==> src/rtl/pc_sequencer_pkg.sv <==
// Shared constants and types for the PC sequencer.
// Jump-select encoding, state encoding and datapath width.
package pc_sequencer_pkg;

  localparam int XLEN = 32;

  localparam logic [1:0] JMP_SEQ = 2'b00;
  localparam logic [1:0] JMP_J   = 2'b01;
  localparam logic [1:0] JMP_JR  = 2'b10;
  localparam logic [1:0] JMP_ILL = 2'b11;

  typedef enum logic [1:0] {
    ST_RUN  = 2'b00,
    ST_HALT = 2'b01,
    ST_TRAP = 2'b10
  } state_e;

  function automatic logic word_aligned(
    input logic [XLEN-1:0] a
  );
    return a[1:0] == 2'b00;
  endfunction

endpackage

==> src/rtl/pc_sequencer_ras.sv <==
// Circular return-address stack with sticky over/underflow.
// A full push drops the oldest entry; an empty pop is a no-op.
module ras_stack
  import pc_sequencer_pkg::*;
#(
  parameter int DEPTH = 4
) (
  input  logic            clk,
  input  logic            reset,
  input  logic            push,
  input  logic            pop,
  input  logic            replace,
  input  logic [XLEN-1:0] data,
  output logic [XLEN-1:0] top,
  output logic            valid,
  output logic            overflow,
  output logic            underflow
);

  localparam int PW = (DEPTH > 1) ? $clog2(DEPTH) : 1;
  localparam int CW = $clog2(DEPTH + 1);

  logic [XLEN-1:0] mem_q [DEPTH];
  logic [XLEN-1:0] mem_d [DEPTH];
  logic [PW-1:0]   ptr_q, ptr_d, ptr_inc;
  logic [CW-1:0]   cnt_q, cnt_d;
  logic            ovf_q, ovf_d;
  logic            unf_q, unf_d;
  logic            empty, full;

  assign empty   = cnt_q == '0;
  assign full    = cnt_q == CW'(DEPTH);
  assign ptr_inc = ptr_q + 1'b1;

  always_comb begin
    mem_d = mem_q;
    ptr_d = ptr_q;
    cnt_d = cnt_q;
    ovf_d = ovf_q;
    unf_d = unf_q;
    // replace on an empty stack degenerates to a push
    if (push || (replace && empty)) begin
      ptr_d          = ptr_inc;
      mem_d[ptr_inc] = data;
      if (full) ovf_d = 1'b1;
      else      cnt_d = cnt_q + 1'b1;
    end else if (replace) begin
      mem_d[ptr_q] = data;
    end else if (pop) begin
      if (empty) begin
        unf_d = 1'b1;
      end else begin
        cnt_d = cnt_q - 1'b1;
        ptr_d = ptr_q - 1'b1;
      end
    end
  end

  always_ff @(posedge clk) begin
    if (reset) begin
      mem_q <= '{default: '0};
      ptr_q <= '0;
      cnt_q <= '0;
      ovf_q <= 1'b0;
      unf_q <= 1'b0;
    end else begin
      mem_q <= mem_d;
      ptr_q <= ptr_d;
      cnt_q <= cnt_d;
      ovf_q <= ovf_d;
      unf_q <= unf_d;
    end
  end

  assign valid     = !empty;
  assign top       = empty ? '0 : mem_q[ptr_q];
  assign overflow  = ovf_q;
  assign underflow = unf_q;

endmodule

==> src/rtl/pc_sequencer.sv <==
// Architectural PC register, return-address stack and trap logic.
// All outputs are driven from flops; inputs only steer next state.
module pc_sequencer
  import pc_sequencer_pkg::*;
#(
  parameter logic [31:0] RESET_PC  = 32'h0000_0000,
  parameter int          RAS_DEPTH = 4
) (
  input  logic        clk,
  input  logic        reset,
  input  logic [31:0] pc_next,
  input  logic [1:0]  jump,
  input  logic        link,
  input  logic        stall,
  input  logic        halt,
  output logic [31:0] pc,
  output logic [31:0] pc_plus4,
  output logic [31:0] ras_target,
  output logic        ras_valid,
  output logic        ras_overflow,
  output logic        ras_underflow,
  output logic        trap,
  output logic [31:0] trap_pc,
  output logic [1:0]  state
);

  logic [XLEN-1:0] pc_q, pc_d;
  logic [XLEN-1:0] trap_pc_q, trap_pc_d;
  state_e          state_q, state_d;
  logic            update, fault;
  logic            ras_push, ras_pop, ras_repl;

  assign update = (state_q == ST_RUN) && !stall;
  assign fault  = (jump == JMP_ILL) || !word_aligned(pc_next);

  always_comb begin
    pc_d      = pc_q;
    trap_pc_d = trap_pc_q;
    state_d   = state_q;
    ras_push  = 1'b0;
    ras_pop   = 1'b0;
    ras_repl  = 1'b0;
    if (update) begin
      if (fault) begin
        state_d   = ST_TRAP;
        trap_pc_d = pc_q;
      end else begin
        pc_d     = pc_next;
        ras_push = (jump == JMP_J) && link;
        ras_pop  = (jump == JMP_JR) && !link;
        ras_repl = (jump == JMP_JR) && link;
        if (halt) state_d = ST_HALT;
      end
    end
  end

  always_ff @(posedge clk) begin
    if (reset) begin
      pc_q      <= RESET_PC;
      trap_pc_q <= '0;
      state_q   <= ST_RUN;
    end else begin
      pc_q      <= pc_d;
      trap_pc_q <= trap_pc_d;
      state_q   <= state_d;
    end
  end

  ras_stack #(
    .DEPTH(RAS_DEPTH)
  ) u_ras (
    .clk      (clk),
    .reset    (reset),
    .push     (ras_push),
    .pop      (ras_pop),
    .replace  (ras_repl),
    .data     (pc_plus4),
    .top      (ras_target),
    .valid    (ras_valid),
    .overflow (ras_overflow),
    .underflow(ras_underflow)
  );

  assign pc       = pc_q;
  assign pc_plus4 = pc_q + 32'd4;
  assign trap     = state_q == ST_TRAP;
  assign trap_pc  = trap_pc_q;
  assign state    = state_q;

endmodule

==> config.mk <==
export PLATFORM = sky130hd
export DESIGN_NAME = pc_sequencer
export DESIGN_NICKNAME = d
export VERILOG_FILES = /design/src/rtl/pc_sequencer_pkg.sv /design/src/rtl/pc_sequencer_ras.sv /design/src/rtl/pc_sequencer.sv
export SDC_FILE = /design/constraint.sdc
export NUM_CORES = 1
export LEC_CHECK = 0
export CAP_MARGIN = 40
export CORE_ASPECT_RATIO = 0.7
export CORE_MARGIN = 2
export CORE_UTILIZATION = 40
export DETAILED_ROUTE_END_ITERATION = 8
export PLACE_DENSITY_LB_ADDON = 0.08
export SYNTH_ARGS = -nofsm -noshare
export SYNTH_HDL_FRONTEND = slang
export SYNTH_SLANG_ARGS = --single-unit
export TNS_END_PERCENT = 5
==> constraint.sdc <==
create_clock -name clk -period 2 [get_ports clk]
set_input_delay 0.2 -clock clk [delete_from_list [all_inputs] [get_ports clk]]
set_output_delay 0.2 -clock clk [all_outputs]
set_load 0.02 [all_outputs]
==> impl_metrics.env <==
export IMPL_drc_errors=0
export IMPL_dp_slack_ps=-358
export IMPL_synthToLayoutAreaGrowth_pct=41.5
export IMPL_io_buffers=172
export IMPL_place_congestion=0.805
export IMPL_synth_simple_gate_area_frac=0.187
export IMPL_numCtsBuffers=20
export IMPL_worst_path_max_delay_cell="mux4_2"
export IMPL_drtIter0Drc=398
export IMPL_finalSetupViolCount=57
export IMPL_holdCritStartpoint="reset"
export IMPL_worst_pin_slew_ps=456
export IMPL_synth_xor_area_frac=0.0316
export IMPL_die_x_um=182
export IMPL_vdd_ir_drop_max_mv=0.475
export IMPL_p_int_mw=6.56
export IMPL_clock_skew_ps=9.03
export IMPL_power_mw=8.55
export IMPL_holdPathEnd="state[0]"
export IMPL_synthCells=963
export IMPL_wl_per_cell_um=16.7
export IMPL_vias=7617
export IMPL_nFillCells=1988
export IMPL_fin_ws_ps=-335
export IMPL_worst_setup_path_start_kind="flop"
export IMPL_reg2reg_slack_ps=90
export IMPL_grt_use_total=0.213
export IMPL_fin_tns_setup_ps=-10150
export IMPL_rsz0062_at_grt="true"
export IMPL_diodes=0
export IMPL_power_per_cell_area_nw_per_um2=681
export IMPL_io_pins=173
export IMPL_synth_avg_cell_area_um2=9.22
export IMPL_layout_drive_gt1_share=0.269
export IMPL_p_sw_frac=0.233
export IMPL_antenna_found_initial=0
export IMPL_die_area_um2=23400
export IMPL_crit_arrival_ps=2130
export IMPL_core_area_um2=21700
export IMPL_gr_total_overflow=0
export IMPL_worst_r2r_endpoint="u_ras.mem_q[18]"
export IMPL_cpPeakStageDelay_ps=520
export IMPL_synth_top_family_by_area="simple AND/OR/NAND/NOR gates"
export IMPL_r2r_start="pc[2]"
export IMPL_rr_worst_depth=10
export IMPL_firstDrtPassIters=5
export IMPL_cts_root_buf="clkbuf_16"
export IMPL_period_share=1.17
export IMPL_hold_depth=2
export IMPL_synth_nets=1008
export IMPL_crit_buf_inv=2
export IMPL_final_util=0.578
export IMPL_end_kind="output port"
export IMPL_synthAdderAreaFrac=0.00930
export IMPL_htreeDepth=1
export IMPL_clock_fmax_mhz=428
export IMPL_placed_cell_area_um2=11700
export IMPL_grt_pass1_wl_um=40000
export IMPL_worstPathMaxFanout=7
export IMPL_worstSkewPairLatency_ps=500
export IMPL_finalMaxSlewViolations=0
export IMPL_synth_edf_count=0
export IMPL_p_seq_frac=0.475
export IMPL_max_slew_margin_rel=0.696
export IMPL_design_area_um2=12600
export IMPL_cts_buffer_depth=3
export IMPL_dieHeight_um=129
export IMPL_status="finished with violations"
export IMPL_required_ps=1800
export IMPL_cp_cell_sequence="buf_6, mux4_2, and2_1, dlygate4sd2_1"
export IMPL_yosysSeqAreaShare=0.453
export IMPL_fin_cells=1506
export IMPL_yosysUniqueCellTypes=48
export IMPL_drt_total_wl_um=25100
export IMPL_cp_depth=4
export IMPL_grt_max_degree=53
export IMPL_ys_warn_count=0
export IMPL_place_hpwl_um=17400
export IMPL_dp_cells=1462
export IMPL_clk_pin_slew_ps=60
export IMPL_multiInputGateArea_um2=4530
export IMPL_hold_path_class="input pin to flop"
export IMPL_cts_tree="built"
export IMPL_crit_family="multiplexers"
export IMPL_finalHoldViolCount=0
export IMPL_rows=45
export IMPL_min_period_ps=2330
export IMPL_worst_setup_path_type="flop to output port"
export IMPL_detail_route_antenna_nets=0
export IMPL_cts_num_sinks=201
export IMPL_yosys_register_bits=201
export IMPL_synthFlopType="dfxtp_1"
export IMPL_layout_nets=1255
export IMPL_grt_pass1_vias=7260
export IMPL_p_comb_frac=0.080
export IMPL_synth_compound_area_frac=0.155
export IMPL_synth_mux_area_frac=0.104
export IMPL_initial_core_util=0.408
export IMPL_timing_hold_ws_ps=101
export IMPL_netlist_area_um2=8880
export IMPL_violations="setup timing"
export IMPL_p_sw_mw=2.00
export IMPL_async_reset_ff_frac=0
export IMPL_leakagePower_nw=4.70
export IMPL_regArea_um2=4040
export IMPL_max_cap_viol_count=0
export IMPL_clkPwrFrac=0.445
export IMPL_routed_via_density=5.06
## synth_stat cells (4+ instances only)
cell type	count	share of area
nand4_1	11	0.0078
nand3_1	14	0.0079
and3_1	6	0.0042
buf_6	4	0.0051
xor2_1	25	0.025
mux4_2	32	0.081
a21oi_1	67	0.038
clkbuf_1	42	0.018
buf_4	14	0.012
nor2_1	141	0.060
inv_1	35	0.015
a211oi_2	15	0.021
dfxtp_1	201	0.45
a211oi_1	95	0.080
mux2i_1	20	0.023
buf_2	17	0.0096
and2_1	35	0.025
ha_1	5	0.0070
nand2_1	133	0.056
a21oi_4	4	0.0073
xnor2_1	7	0.0069
## worst max-delay path by stage
stage                   start              to
2_1_floorplan          pc[10]    pc_plus4[31]
3_3_place_gp            pc[2]    pc_plus4[30]
3_5_place_dp            pc[2]    pc_plus4[30]
4_1_cts                 pc[7]    pc_plus4[27]
5_1_grt                 pc[3]    pc_plus4[25]
6_report       u_ras.ptr_q[0]  ras_target[13]
## logic make-up after synthesis
logic type               count (synthesis)
AO/OA/AOI/OAI                          192
adder cells (fa/ha/maj)                  6
AND/OR/NAND/NOR                        365
flip-flops                             201
buffers and inverters                  115
multiplexers                            52
XOR/XNOR                                32
## sequential cells by signal, summed over array words and instances (netlist names)
register and cells:
u_ras.overflow 1, u_ras.underflow 1, u_ras.cnt_q 3, state 2, pc 32, u_ras.ptr_q 2, u_ras.mem_q 128, trap_pc 32
## power by group through the flow
stage	clock network [mW]	logic (mW)	registers (mW)
final	3.80	0.683	4.07
after global placement	0	0.683	4.16
after floorplan	0	0.277	4.19
after detailed placement	0	0.680	4.16
after global routing	4.06	0.736	4.07
after CTS	3.90	0.682	4.07
## what timing repair did
| action | 4_1_cts | 5_1_grt |
|---|---|---|
| hold buffers | 0 | 0 |
| gates cloned | 1 | 0 |
| buffers inserted | 4 | 3 |
| resized for setup | 259 | 29 |
| setup endpoints to repair | 63 | 76 |
| pin swaps | 16 | 14 |
## final cells by class
cell class / count / share of cell area
clock buffers: 31 / 0.0512
clock inverters: 5 / 0.00239
inverters: 36 / 0.0108
multi-input cells: 647 / 0.361
flip-flops and latches: 201 / 0.322
well taps: 282 / 0.0281
repair buffers: 304 / 0.225
## layout by cell type, fill, tap and decap left out, drive strengths merged, types with 25 or more instances in the layout
cell type / Yosys / layout
clkbuf: 42 / 32
buf: 37 / 177
and2: 36 / 36
mux4: 32 / 32
nand2: 133 / 133
a211oi: 110 / 110
a21oi: 71 / 71
inv: 36 / 36
nor2: 141 / 141
dfxtp: 201 / 201
xor2: 25 / 25
clkdlybuf4s50: 0 / 107
## routing by layer
layer / share of wire / wire length, µm / GRT usage / up-vias
met5: 0 / 0 / 0 / -
met4: 0.014 / 359 / 0.0370 / 0
met3: 0.050 / 1250 / 0.0382 / 29
met2: 0.45 / 11300 / 0.348 / 170
met1: 0.49 / 12200 / 0.302 / 3606
li1: - / - / - / 3812
(Power assumes the default switching activity.)
